`src/rtl/fifo_arb_pkg.sv`:
```
// Shared types and default sizing for the FIFO write-port arbiter.
package fifo_arb_pkg;
  localparam int DEF_NREQ  = 4;
  localparam int DEF_WIDTH = 32;
  localparam int DEF_BURST = 4;
  localparam int STATS_W   = 16;

  typedef enum logic {IDLE = 1'b0, GRANT = 1'b1} state_t;
endpackage

```
`src/rtl/fifo_wr_arbiter_rr_picker.sv`:
```
// Combinational round-robin picker: first valid requester after last_owner, wrapping.
module rr_picker #(
  parameter int NREQ = 4,
  parameter int IW   = (NREQ > 1) ? $clog2(NREQ) : 1
) (
  input  logic [NREQ-1:0] req,
  input  logic [IW-1:0]   last_owner,
  output logic [NREQ-1:0] pick
);
  always_comb begin : pick_b
    logic          found;
    logic [IW-1:0] idx;
    pick  = '0;
    found = 1'b0;
    idx   = '0;
    for (int k = 1; k <= NREQ; k++) begin
      idx = IW'((int'(last_owner) + k) % NREQ);
      if (!found && req[idx]) begin
        pick[idx] = 1'b1;
        found     = 1'b1;
      end
    end
  end
endmodule

```
`src/rtl/fifo_wr_arbiter.sv`:
```
// Round-robin arbiter muxing NREQ requesters onto one FIFO write port, up to BURST words per grant.
// Define FIFO_WR_ARBITER_STATS_EN to add per-requester 16-bit transfer counters on port stats.
module fifo_wr_arbiter
  import fifo_arb_pkg::*;
#(
  parameter int NREQ  = DEF_NREQ,
  parameter int WIDTH = DEF_WIDTH,
  parameter int BURST = DEF_BURST
) (
  input  logic                    clk,
  input  logic                    reset,
  input  logic [NREQ-1:0]         req_valid,
  input  logic [NREQ*WIDTH-1:0]   req_data,
  output logic [NREQ-1:0]         req_ready,
  input  logic                    fifo_full,
  output logic                    fifo_we,
  output logic [WIDTH-1:0]        fifo_din,
  output logic                    fifo_cs,
  output logic [NREQ-1:0]         grant,
  output logic                    busy
`ifdef FIFO_WR_ARBITER_STATS_EN
  ,
  output logic [NREQ*STATS_W-1:0] stats
`endif
);
  localparam int IW = (NREQ > 1) ? $clog2(NREQ) : 1;
  localparam int CW = $clog2(BURST + 1);

  state_t            state, state_nx;
  logic [NREQ-1:0]   grant_nx, pick;
  logic [CW-1:0]     cnt, cnt_nx, cnt_inc;
  logic [IW-1:0]     last_owner, last_nx, owner;
  logic              owner_valid;

  rr_picker #(.NREQ(NREQ), .IW(IW)) u_pick (
    .req        (req_valid),
    .last_owner (last_owner),
    .pick       (pick)
  );

  always_comb begin
    owner = '0;
    for (int i = 0; i < NREQ; i++)
      if (grant[i]) owner = IW'(i);
  end

  // grant is all-zero outside GRANT, so ready/we/din fall to zero when idle or in reset
  assign owner_valid = |(req_valid & grant);
  assign req_ready   = grant & {NREQ{~fifo_full}};
  assign fifo_we     = |(req_valid & req_ready);
  assign busy        = (state == GRANT);
  assign cnt_inc     = cnt + CW'(1);

  always_comb begin
    fifo_din = '0;
    for (int i = 0; i < NREQ; i++)
      fifo_din = fifo_din | (req_data[i*WIDTH +: WIDTH] & {WIDTH{grant[i]}});
  end

  always_comb begin
    state_nx = state;
    grant_nx = grant;
    cnt_nx   = cnt;
    last_nx  = last_owner;
    case (state)
      IDLE: begin
        if (|req_valid) begin
          state_nx = GRANT;
          grant_nx = pick;
          cnt_nx   = '0;
        end
      end
      GRANT: begin
        // a dropped valid releases even when full holds off the transfer
        if (!owner_valid) begin
          state_nx = IDLE;
          grant_nx = '0;
          last_nx  = owner;
        end else if (fifo_we) begin
          cnt_nx = cnt_inc;
          if (cnt_inc == CW'(BURST)) begin
            state_nx = IDLE;
            grant_nx = '0;
            last_nx  = owner;
          end
        end
      end
      default: begin
        state_nx = IDLE;
        grant_nx = '0;
      end
    endcase
  end

  always_ff @(posedge clk or negedge reset) begin
    if (!reset) begin
      state      <= IDLE;
      grant      <= '0;
      cnt        <= '0;
      last_owner <= IW'(NREQ - 1);
      fifo_cs    <= 1'b0;
    end else begin
      state      <= state_nx;
      grant      <= grant_nx;
      cnt        <= cnt_nx;
      last_owner <= last_nx;
      fifo_cs    <= 1'b1;
    end
  end

`ifdef FIFO_WR_ARBITER_STATS_EN
  logic [NREQ-1:0][STATS_W-1:0] stat_q;

  always_ff @(posedge clk or negedge reset) begin
    if (!reset) begin
      stat_q <= '0;
    end else begin
      for (int i = 0; i < NREQ; i++)
        if (req_valid[i] & req_ready[i]) stat_q[i] <= stat_q[i] + STATS_W'(1);
    end
  end

  assign stats = stat_q;
`endif
endmodule
```
`config.mk`:
```
export PLATFORM = sky130hd
export DESIGN_NAME = fifo_wr_arbiter
export DESIGN_NICKNAME = d
export VERILOG_FILES = /design/src/rtl/fifo_arb_pkg.sv /design/src/rtl/fifo_wr_arbiter_rr_picker.sv /design/src/rtl/fifo_wr_arbiter.sv
export SDC_FILE = /design/constraint.sdc
export NUM_CORES = 1
export LEC_CHECK = 0
export CAP_MARGIN = 15
export CORE_MARGIN = 3
export CORE_UTILIZATION = 29
export CTS_CLUSTER_DIAMETER = 200
export DETAILED_ROUTE_END_ITERATION = 8
export PLACE_DENSITY_LB_ADDON = 0.25
export SKIP_LAST_GASP = 1
export SYNTH_ARGS = -nofsm -noshare
export SYNTH_HDL_FRONTEND = slang
export SYNTH_SLANG_ARGS = --single-unit
```
`constraint.sdc`:
```
create_clock -name clk -period 3 [get_ports clk]
set_input_delay 0.6 -clock clk [delete_from_list [all_inputs] [get_ports clk]]
set_output_delay 0.6 -clock clk [all_outputs]
set_load 0.1 [all_outputs]
```
==> results.yml, run 1 <==
setup_path:
  rr_startpoint: "last_owner[0]$_DFFE_PN1P_"
  r2r_slack_ns: 0.50
  cpPeakStageDelay_ns: 0.64
  crit_path_end_kind: "primary output"
  worstPathMaxFanout: 7
  reg2reg_depth: 6
  r2r-end: "grant[2]$_DFFE_PN0P_"
  cp.arrival_ns: 2.02
  critPathRequiredTime_ns: 2.40
  setup.worst_path.class: "input pin to primary output"
  crit_slowest_cell: "clkdlybuf4s50_1"
  start_kind: "input pin"
  path_cells: "clkdlybuf4s50_1 -> a22oi_1 -> a21oi_2 -> buf_12"
clock_tree:
  cts_tree: "built"
  post_cts_buffers: 0
  cts_root_buf: "clkbuf_8"
  numCtsBuffers: 3
  path_clk_slew_ns: 0.05
  htree_num_levels: 1
  clock_latency_ns: 0.24
  cts_buffer_depth: 2
  clock_sinks: 11
  postCtsHoldBufs: 0
  ctsResizeCount: 0
route:
  vias_per_cell: 5.51
  via_count: 2505
  drt_iter0_markers: 74
  wl_microns: 9020
  drtAntennaViolNets: 0
  wire_per_inst_microns: 19.8
  drc: 0
  drtPass1Iterations: 4
yosys:
  synth_cell_types: 32
  syn_nets: 359
  syn_area_per_cell_sq_um: 7.69
  synth_seq_area_share_pct: 16.9
  netlist_area_sq_um: 1650
  yosys_warnings: 0
  syn_inst: 214
  yosys_register_bits: 11
timing:
  max_freq_ghz: 0.382
  hold_viol: 0
  layout_min_cycle_time_ns: 2.62
  max_slew_margin_pct: 58.6
  post-route-period-util_pct: 87.2
  setup_viol: 0
  finalSetupTns_ns: 0
  skew_ns: 0.00256
  rsz0062_at_grt: "no"
  worst_pin_slew_ns: 0.620
  whs_ns: 0.576
  slew_violations: 0
floorplanning:
  fp.dieH_microns: 81.4
  die_x_microns: 81.4
  design.die.area_sq_um: 6620
  start_util_pct: 31.1
  pin_count: 178
  fp-row-count: 26
  core-area_sq_um: 5300
power:
  power_density_nw_per_um2: 1210
  ir_worst_vdd_uv: 796
  p_sw_mw: 2.96
  intPower_mw: 1.80
  netSwitchingFraction_pct: 62.2
  leakagePower_nw: 1.64
  clock_power_share_pct: 3.2
  power_frac_comb_pct: 89.8
  seq_power_share_pct: 7.0
final_layout:
  final_core_util_pct: 74.1
  fin_nets: 531
  synthToLayoutAreaGrowth_pct: 139
  drive_gt1_share_pct: 17.9
  diodes: 0
  fillers: 383
global_route:
  grt_antenna_before_repair: 0
  grt_max_degree: 23
  track_usage_pct: 24.8
  grt_pass1_wl_microns: 12700
  grt_pass1_vias: 2383
  globalRoute.totalOverflow: 0
placement:
  place.port_buffers: 177
  place.detailed.hpwl_microns: 7390
  gp_congestion: 0.982
hold_path:
  min_from: "cnt[1]$_DFFE_PN0P_"
  hold_path_end: "cnt[1]$_DFFE_PN0P_"
  hp-class: "flop to flop"
  whs_path_depth: 2
run:
  max_cap_violations: 0
outcome:
  status: "complete, no violations"
-- worst max path at each step --
stage,start,end,slack (ns),depth (start not counted)
after global routing,req_valid[1],fifo_we,0.33,4
final,req_valid[0],fifo_we,0.38,4
after global placement,req_valid[1],fifo_we,0.45,4
after floorplan,grant[1]$_DFFE_PN0P_,req_ready[1],0.01,3
after CTS,req_valid[0],fifo_we,0.40,4
after detailed placement,req_valid[1],fifo_we,0.43,4
-- Yosys cell counts --
cell type  number  area [sq um]
clkbuf_1       14          52.6
a211oi_2        2          25.0
xor2_1          1          8.76
ha_1           10           125
mux4_2          3          67.6
a21boi_1        1          7.51
xnor2_1         2          17.5
nor4_4          1          21.3
conb_1          1          3.75
dfstp_2         2          52.6
nand2b_1        3          18.8
buf_1           2          7.51
inv_1           9          33.8
mux2i_1         3          30.0
nor3_4          1          16.3
a21boi_0        2          15.0
a211o_1         2          17.5
clkbuf_8        1          13.8
a21oi_1         5          25.0
nor2b_1         3          18.8
dfrtp_1         9           225
a211oi_1        2          15.0
or3b_1          2          17.5
nand3b_1        1          7.51
and3b_1         2          17.5
o41ai_1         4          35.0
a221o_2         2          22.5
nor2_1          6          22.5
a22oi_1        66           495
a32o_1          1          10.0
nand2_1        44           165
o21ai_0         7          35.0
-- cell families (layout without fill, tap and decap cells) --
kind of cell	after synthesis	after routing	synth area share [%]
buf+inv	26	197	6.53
other cells	1	1	0.228
simple gates	63	63	18.5
xor+xnor	3	3	1.60
compound gates	94	94	42.7
mux	6	6	5.93
fa+ha+maj	10	10	7.60
flops	11	11	16.9
-- stage by stage --
stage | cells | worst slack [ns] | total power, mW | instance area, sq um
after detailed placement | 451 | 0.427 | 4.62 | 3880
after floorplan | 214 | 0.0135 | 3.02 | 1670
after global placement | 451 | 0.450 | 4.57 | 3880
after global routing | 455 | 0.333 | 4.93 | 3930
after CTS | 455 | 0.403 | 4.78 | 3930
final | 455 | 0.384 | 4.77 | 3930
-- per-layer routing --
| layer | up-vias | part of all wire (%) | global-route usage (%) |
|---|---|---|---|
| met3 | 14 | 10 | 7.76 |
| met4 | 0 | 1.9 | 5.41 |
| li1 | 1164 | - | - |
| met2 | 138 | 52 | 44.5 |
| met5 | - | 0 | 0 |
| met1 | 1189 | 36 | 28.6 |
-- placed cells by master, fill, tap and decap left out --
| cell | synthesis | final |
|---|---|---|
| a211o_1 | 2 | 2 |
| a211oi_1 | 2 | 2 |
| a211oi_2 | 2 | 2 |
| a21boi_0 | 2 | 2 |
| a21boi_1 | 1 | 1 |
| a21oi_1 | 5 | 4 |
| a21oi_2 | 0 | 1 |
| a221o_2 | 2 | 2 |
| a22oi_1 | 66 | 66 |
| a32o_1 | 1 | 1 |
| and3b_1 | 2 | 2 |
| buf_12 | 0 | 39 |
| buf_4 | 0 | 11 |
| clkbuf_1 | 14 | 1 |
| clkbuf_8 | 1 | 3 |
| clkdlybuf4s50_1 | 0 | 134 |
| conb_1 | 1 | 1 |
| dfrtp_1 | 9 | 9 |
| dfstp_2 | 2 | 2 |
| ha_1 | 10 | 10 |
| inv_1 | 9 | 9 |
| mux2i_1 | 3 | 3 |
| mux4_2 | 3 | 3 |
| nand2_1 | 44 | 44 |
| nand2b_1 | 3 | 3 |
| nand3b_1 | 1 | 1 |
| nor2_1 | 6 | 5 |
| nor2_2 | 0 | 1 |
| nor2b_2 | 0 | 2 |
| nor2b_4 | 0 | 1 |
| nor3_4 | 1 | 1 |
| nor4_4 | 1 | 1 |
| o21ai_0 | 7 | 7 |
| o41ai_1 | 4 | 4 |
| or3b_1 | 2 | 2 |
| xnor2_1 | 2 | 2 |
| xor2_1 | 1 | 1 |
-- power groups by stage --
stage          combinational (mW)  sequential (mW)  clock (mW)
6_report                     4.28            0.333       0.152
2_1_floorplan                2.60            0.427           0
5_1_grt                      4.42            0.351       0.160
4_1_cts                      4.29            0.333       0.153
3_3_place_gp                 4.24            0.332           0
3_5_place_dp                 4.28            0.335           0
-- state kept, by name, summed over array words and instances (netlist names) --
signal / flops
last_owner: 2
busy: 1
fifo_cs: 1
grant: 4
cnt: 3
-- final cells by class --
cell class | instances | area [sq um] | area share (%)
repair buffers | 184 | 2200 | 56.1
multi-input cells | 177 | 1280 | 32.6
flip-flops and latches | 11 | 278 | 7.07
well taps | 70 | 87.6 | 2.23
clock buffers | 4 | 45.0 | 1.15
inverters | 9 | 33.8 | 0.860
-- worst max-delay path: cells and delay by family --
family	cells	cell delay, ns
buffers and inverters	2	0.86
AOI/OAI and AO/OA	2	0.55
Power figures use the tool's default switching activity.
==> run 2: changes to the inputs <==
--- a/config.mk
+++ b/config.mk
@@ -6,10 +6,11 @@
 export NUM_CORES = 1
 export LEC_CHECK = 0
 export CAP_MARGIN = 15
-export CORE_MARGIN = 3
-export CORE_UTILIZATION = 29
+export CORE_AREA = 3 3 67 69
 export CTS_CLUSTER_DIAMETER = 200
 export DETAILED_ROUTE_END_ITERATION = 8
+export DIE_AREA = 0 0 70 72
+export DONT_BUFFER_PORTS = 1
 export PLACE_DENSITY_LB_ADDON = 0.25
 export SKIP_LAST_GASP = 1
 export SYNTH_ARGS = -nofsm -noshare
==> results.yml, run 2 (same netlist as run 1, synthesis figures left out) <==
route:
  drtAntennaViolNets: 0
  vias_per_cell: 6.42
  drc: 0
  drt_iter0_markers: 114
  drtPass1Iterations: 5
  via_count: 1899
  wl_microns: 6850
  wire_per_inst_microns: 23.1
clock_tree:
  path_clk_slew_ns: 0.06
  ctsResizeCount: 0
  clock_sinks: 11
  numCtsBuffers: 3
  post_cts_buffers: 0
  clock_latency_ns: 0.25
  htree_num_levels: 1
  cts_tree: "built"
  postCtsHoldBufs: 0
  cts_root_buf: "clkbuf_8"
  cts_buffer_depth: 2
timing:
  setup_viol: 0
  layout_min_cycle_time_ns: 2.50
  finalSetupTns_ns: 0
  skew_ns: 0.00779
  slew_violations: 0
  post-route-period-util_pct: 83.4
  max_slew_margin_pct: 41.1
  rsz0062_at_grt: "no"
  worst_pin_slew_ns: 0.884
  max_freq_ghz: 0.400
  whs_ns: 0.0430
  hold_viol: 0
final_layout:
  diodes: 0
  final_cell_area_sq_um: 2040
  synthToLayoutAreaGrowth_pct: 24.0
  final_common_cell: "a22oi_1"
  fillers: 399
  seq_area_sq_um: 283
  layout_common_cells: "a22oi_1, buf_4, nand2_1, ha_1, inv_1"
  fin_nets: 392
  multi_input_area_sq_um: 1280
  largest-register: "grant"
  top_regs: "grant: 4 flops, cnt: 3 flops, last_owner: 2 flops"
  drive_gt1_share_pct: 27.6
  largest_reg_flops: 4
global_route:
  globalRoute.totalOverflow: 0
  grt_pass1_vias: 1807
  track_usage_pct: 25.3
  grt_max_degree: 34
  grt_pass1_wl_microns: 10000
  grt_antenna_before_repair: 2
floorplanning:
  design.die.area_sq_um: 5040
  core-area_sq_um: 3970
  pin_count: 178
  fp-row-count: 23
  fp.dieH_microns: 72
  start_util_pct: 41.5
  die_x_microns: 70
setup_path:
  cp.buffers_inverters: 1
  crit_path_end_kind: "flop"
  cp.arrival_ns: 2.69
  crit_family: "flip-flops"
  worstPathMaxFanout: 9
  critPathRequiredTime_ns: 3.18
  cpPeakStageDelay_ns: 0.65
  start_kind: "flop"
  setup.worst_path.class: "flop to flop"
  path_cells: "inv_1 -> ha_1 -> mux4_2 -> nand2b_1 -> o41ai_1 -> a221o_2"
  crit_slowest_cell: "dfstp_2"
placement:
  place.port_buffers: 0
  dpl-instance-area_sq_um: 2000
  place.detailed.hpwl_microns: 5570
  gp_congestion: 0.890
run:
  max_cap_violations: 0
hold_path:
  hp-class: "input pin to asynchronous set/reset pin"
outcome:
  status: "complete, no violations"
[run 2: cell types whose count changed in the layout (fill, tap and decap cells not counted)]
| cell | previous run | this run |
|---|---|---|
| dfrtp_1 | 9 | 5 |
| dfrtp_2 | 0 | 4 |
| buf_12 | 39 | 0 |
| buf_4 | 11 | 45 |
| clkdlybuf4s50_1 | 134 | 0 |
[run 2: worst paths after layout]
| path | from | endpoint | slack, ns | cells past startpoint |
|---|---|---|---|---|
| max reg2reg | last_owner[0]$_DFFE_PN1P_ | grant[3]$_DFFE_PN0P_ | 0.50 | 6 |
| min reg2reg | cnt[2]$_DFFE_PN0P_ | cnt[2]$_DFFE_PN0P_ | 0.55 | 2 |
| max | last_owner[0]$_DFFE_PN1P_ | grant[3]$_DFFE_PN0P_ | 0.50 | 6 |
| min | reset | grant[1]$_DFFE_PN0P_ | 0.04 | 0 |
| max in group asynchronous | reset | last_owner[1]$_DFFE_PN1P_ | 2.78 | 0 |
| min in group clk | cnt[2]$_DFFE_PN0P_ | cnt[2]$_DFFE_PN0P_ | 0.55 | 2 |
[run 2: worst register-to-register path, delay by kind of cell, from the launching register on]
kind / cells / cell delay, ns
compound gates: 2 / 0.45
fa+ha+maj: 1 / 0.36
buf+inv: 1 / 0.16
flops: 1 / 0.65
mux: 1 / 0.62
simple gates: 1 / 0.19
[run 2: per-layer routing]
layer	track usage [%]	vias up	share of wire [%]
li1	-	885	-
met1	28.7	866	34
met2	36.6	134	44
met3	21.7	10	20
met4	4.68	4	1.1
met5	0	-	0.50
[run 2: area by class of cell]
cell class / instances / share of cell area (%)
Clock buffer: 4 / 2.21
Sequential cell: 11 / 13.8
Timing Repair Buffer: 45 / 16.5
Tap cell: 50 / 3.06
Inverter: 9 / 1.65
Multi-Input combinational cell: 177 / 62.7
[run 2: through the flow]
| step | setup slack, ns | std cells | util, % |
|---|---|---|---|
| floorplan | 0.0135 | 214 | - |
| global placement | 0.594 | 292 | 50.3 |
| detailed placement | 0.522 | 292 | 50.3 |
| CTS | 0.517 | 296 | 51.4 |
| global route | 0.372 | 296 | 51.4 |
| finish | 0.498 | 296 | 51.4 |
Power of run 2 is left out: the tool's default activity adds up to more than one toggle a clock period on the data nets, which glitch-free logic cannot reach.
==> run 3: changes to the inputs <==
--- a/config.mk
+++ b/config.mk
@@ -6,10 +6,10 @@
 export NUM_CORES = 1
 export LEC_CHECK = 0
 export CAP_MARGIN = 15
-export CORE_AREA = 3 3 67 69
+export CORE_AREA = 3 3 68 70
 export CTS_CLUSTER_DIAMETER = 200
 export DETAILED_ROUTE_END_ITERATION = 8
-export DIE_AREA = 0 0 70 72
+export DIE_AREA = 0 0 71 73
 export DONT_BUFFER_PORTS = 1
 export PLACE_DENSITY_LB_ADDON = 0.25
 export SKIP_LAST_GASP = 1
==> constraint.sdc (replaced) <==
create_clock -name clk -period 2.3 [get_ports clk]
set_input_delay 0.46 -clock clk [delete_from_list [all_inputs] [get_ports clk]]
set_output_delay 0.46 -clock clk [all_outputs]
set_load 0.1 [all_outputs]
==> results.yml, run 3 (same netlist as run 1, synthesis figures left out) <==
final_layout:
  fillers: 332
  synthToLayoutAreaGrowth_pct: 63.9
  drive_gt1_share_pct: 43.3
  largest_reg_flops: 4
  diodes: 0
  final_core_util_pct: 67.0
  top_regs: "grant: 4 flops, cnt: 3 flops, last_owner: 2 flops"
  layout_common_cells: "a22oi_1, buf_12, nand2_2, buf_4, nand2_1"
  largest-register: "grant"
  final_common_cell: "a22oi_1"
  fin_nets: 400
  instances_no_fill: 304
route:
  drt_iter0_markers: 110
  wl_microns: 7270
  drc: 0
  via_count: 2016
  vias_per_cell: 6.63
  wire_per_inst_microns: 23.9
  drtAntennaViolNets: 0
  drtPass1Iterations: 5
setup_path:
  critPathRequiredTime_ns: 2.48
  rr_startpoint: "last_owner[1]$_DFFE_PN1P_"
  setup.worst_path.class: "flop to flop"
  r2r-end: "grant[2]$_DFFE_PN0P_"
  cp.arrival_ns: 2.46
  start_kind: "flop"
  reg2reg_depth: 7
  r2r_slack_ns: 0.02
  worstPathMaxFanout: 5
  crit_path_end_kind: "flop"
global_route:
  track_usage_pct: 24.6
  grt_pass1_wl_microns: 10100
  grt_max_degree: 33
  grt_antenna_before_repair: 0
  globalRoute.totalOverflow: 0
  grt_pass1_vias: 1851
timing:
  slew_violations: 0
  whs_ns: 0.0571
  post-route-period-util_pct: 99.1
  max_freq_ghz: 0.439
  skew_ns: 0.000234
  setup_viol: 0
  finalSetupTns_ns: 0
  hold_viol: 0
  layout_min_cycle_time_ns: 2.28
clock_tree:
  numCtsBuffers: 3
  cts_buffer_depth: 2
  cts_root_buf: "clkbuf_8"
  clock_sinks: 11
  htree_num_levels: 1
  clock_latency_ns: 0.24
  cts_tree: "built"
  path_clk_slew_ns: 0.05
floorplanning:
  fp-row-count: 23
  design.die.area_sq_um: 5180
  fp.dieH_microns: 73
  die_x_microns: 71
  core-area_sq_um: 4030
  pin_count: 178
  start_util_pct: 40.9
run:
  max_cap_violations: 0
placement:
  place.detailed.hpwl_microns: 5720
  place_inst: 297
  gp_congestion: 0.881
  place.port_buffers: 0
hold_path:
  hp-class: "input pin to asynchronous set/reset pin"
outcome:
  status: "complete, no violations"
## run 3: how the worst max path moves through the flow
stage	start	endpoint	slack, ns
after detailed placement	last_owner[1]$_DFFE_PN1P_	grant[1]$_DFFE_PN0P_	0.05
final	last_owner[1]$_DFFE_PN1P_	grant[2]$_DFFE_PN0P_	0.02
after floorplan	grant[1]$_DFFE_PN0P_	req_ready[1]	0.01
after global routing	last_owner[1]$_DFFE_PN1P_	grant[2]$_DFFE_PN0P_	-0.09
after global placement	last_owner[1]$_DFFE_PN1P_	grant[1]$_DFFE_PN0P_	0.12
after CTS	last_owner[1]$_DFFE_PN1P_	grant[2]$_DFFE_PN0P_	0.04
## run 3: layout make-up
type | instances | area [sq um] | area share (%)
clock buffer | 3 | 41.3 | 1.53
clock inverter | 1 | 5.00 | 0.185
inverter | 9 | 33.8 | 1.25
multi-input combinational | 178 | 1430 | 52.9
sequential | 11 | 285 | 10.6
tap | 50 | 62.6 | 2.32
timing repair buffer | 52 | 843 | 31.2
## run 3: metal layers
layer | GRT usage, % | vias up | share of wire, %
met5 | 0 | - | 0
met4 | 2.30 | 0 | 1.3
met3 | 12.8 | 13 | 15
met2 | 41.4 | 153 | 51
met1 | 29.1 | 945 | 33
li1 | - | 905 | -
## run 3: per-stage QoR
step | worst slack (ns) | cell area (sq um)
global route | -0.0872 | 2700
global placement | 0.115 | 2580
detailed placement | 0.0548 | 2580
finish | 0.0211 | 2700
floorplan | 0.0106 | 1770
CTS | 0.0370 | 2640
## run 3: worst max-delay path, cell delays in order (launching register included)
cell and delay (ns):
dfstp_2 0.52, inv_1 0.11, ha_4 0.33, mux4_2 0.55, buf_4 0.17, nor3_4 0.20
a21boi_1 0.22, a211o_1 0.12
## run 3: what timing repair did
item                                    4_1_cts  5_1_grt
endpoints found under the setup margin        0        3
hold endpoints to repair                      9        0
hold buffers                                  1        0
gates resized for setup                       0        5
setup buffers                                 0        1
Power of run 3 is left out for the same reason.
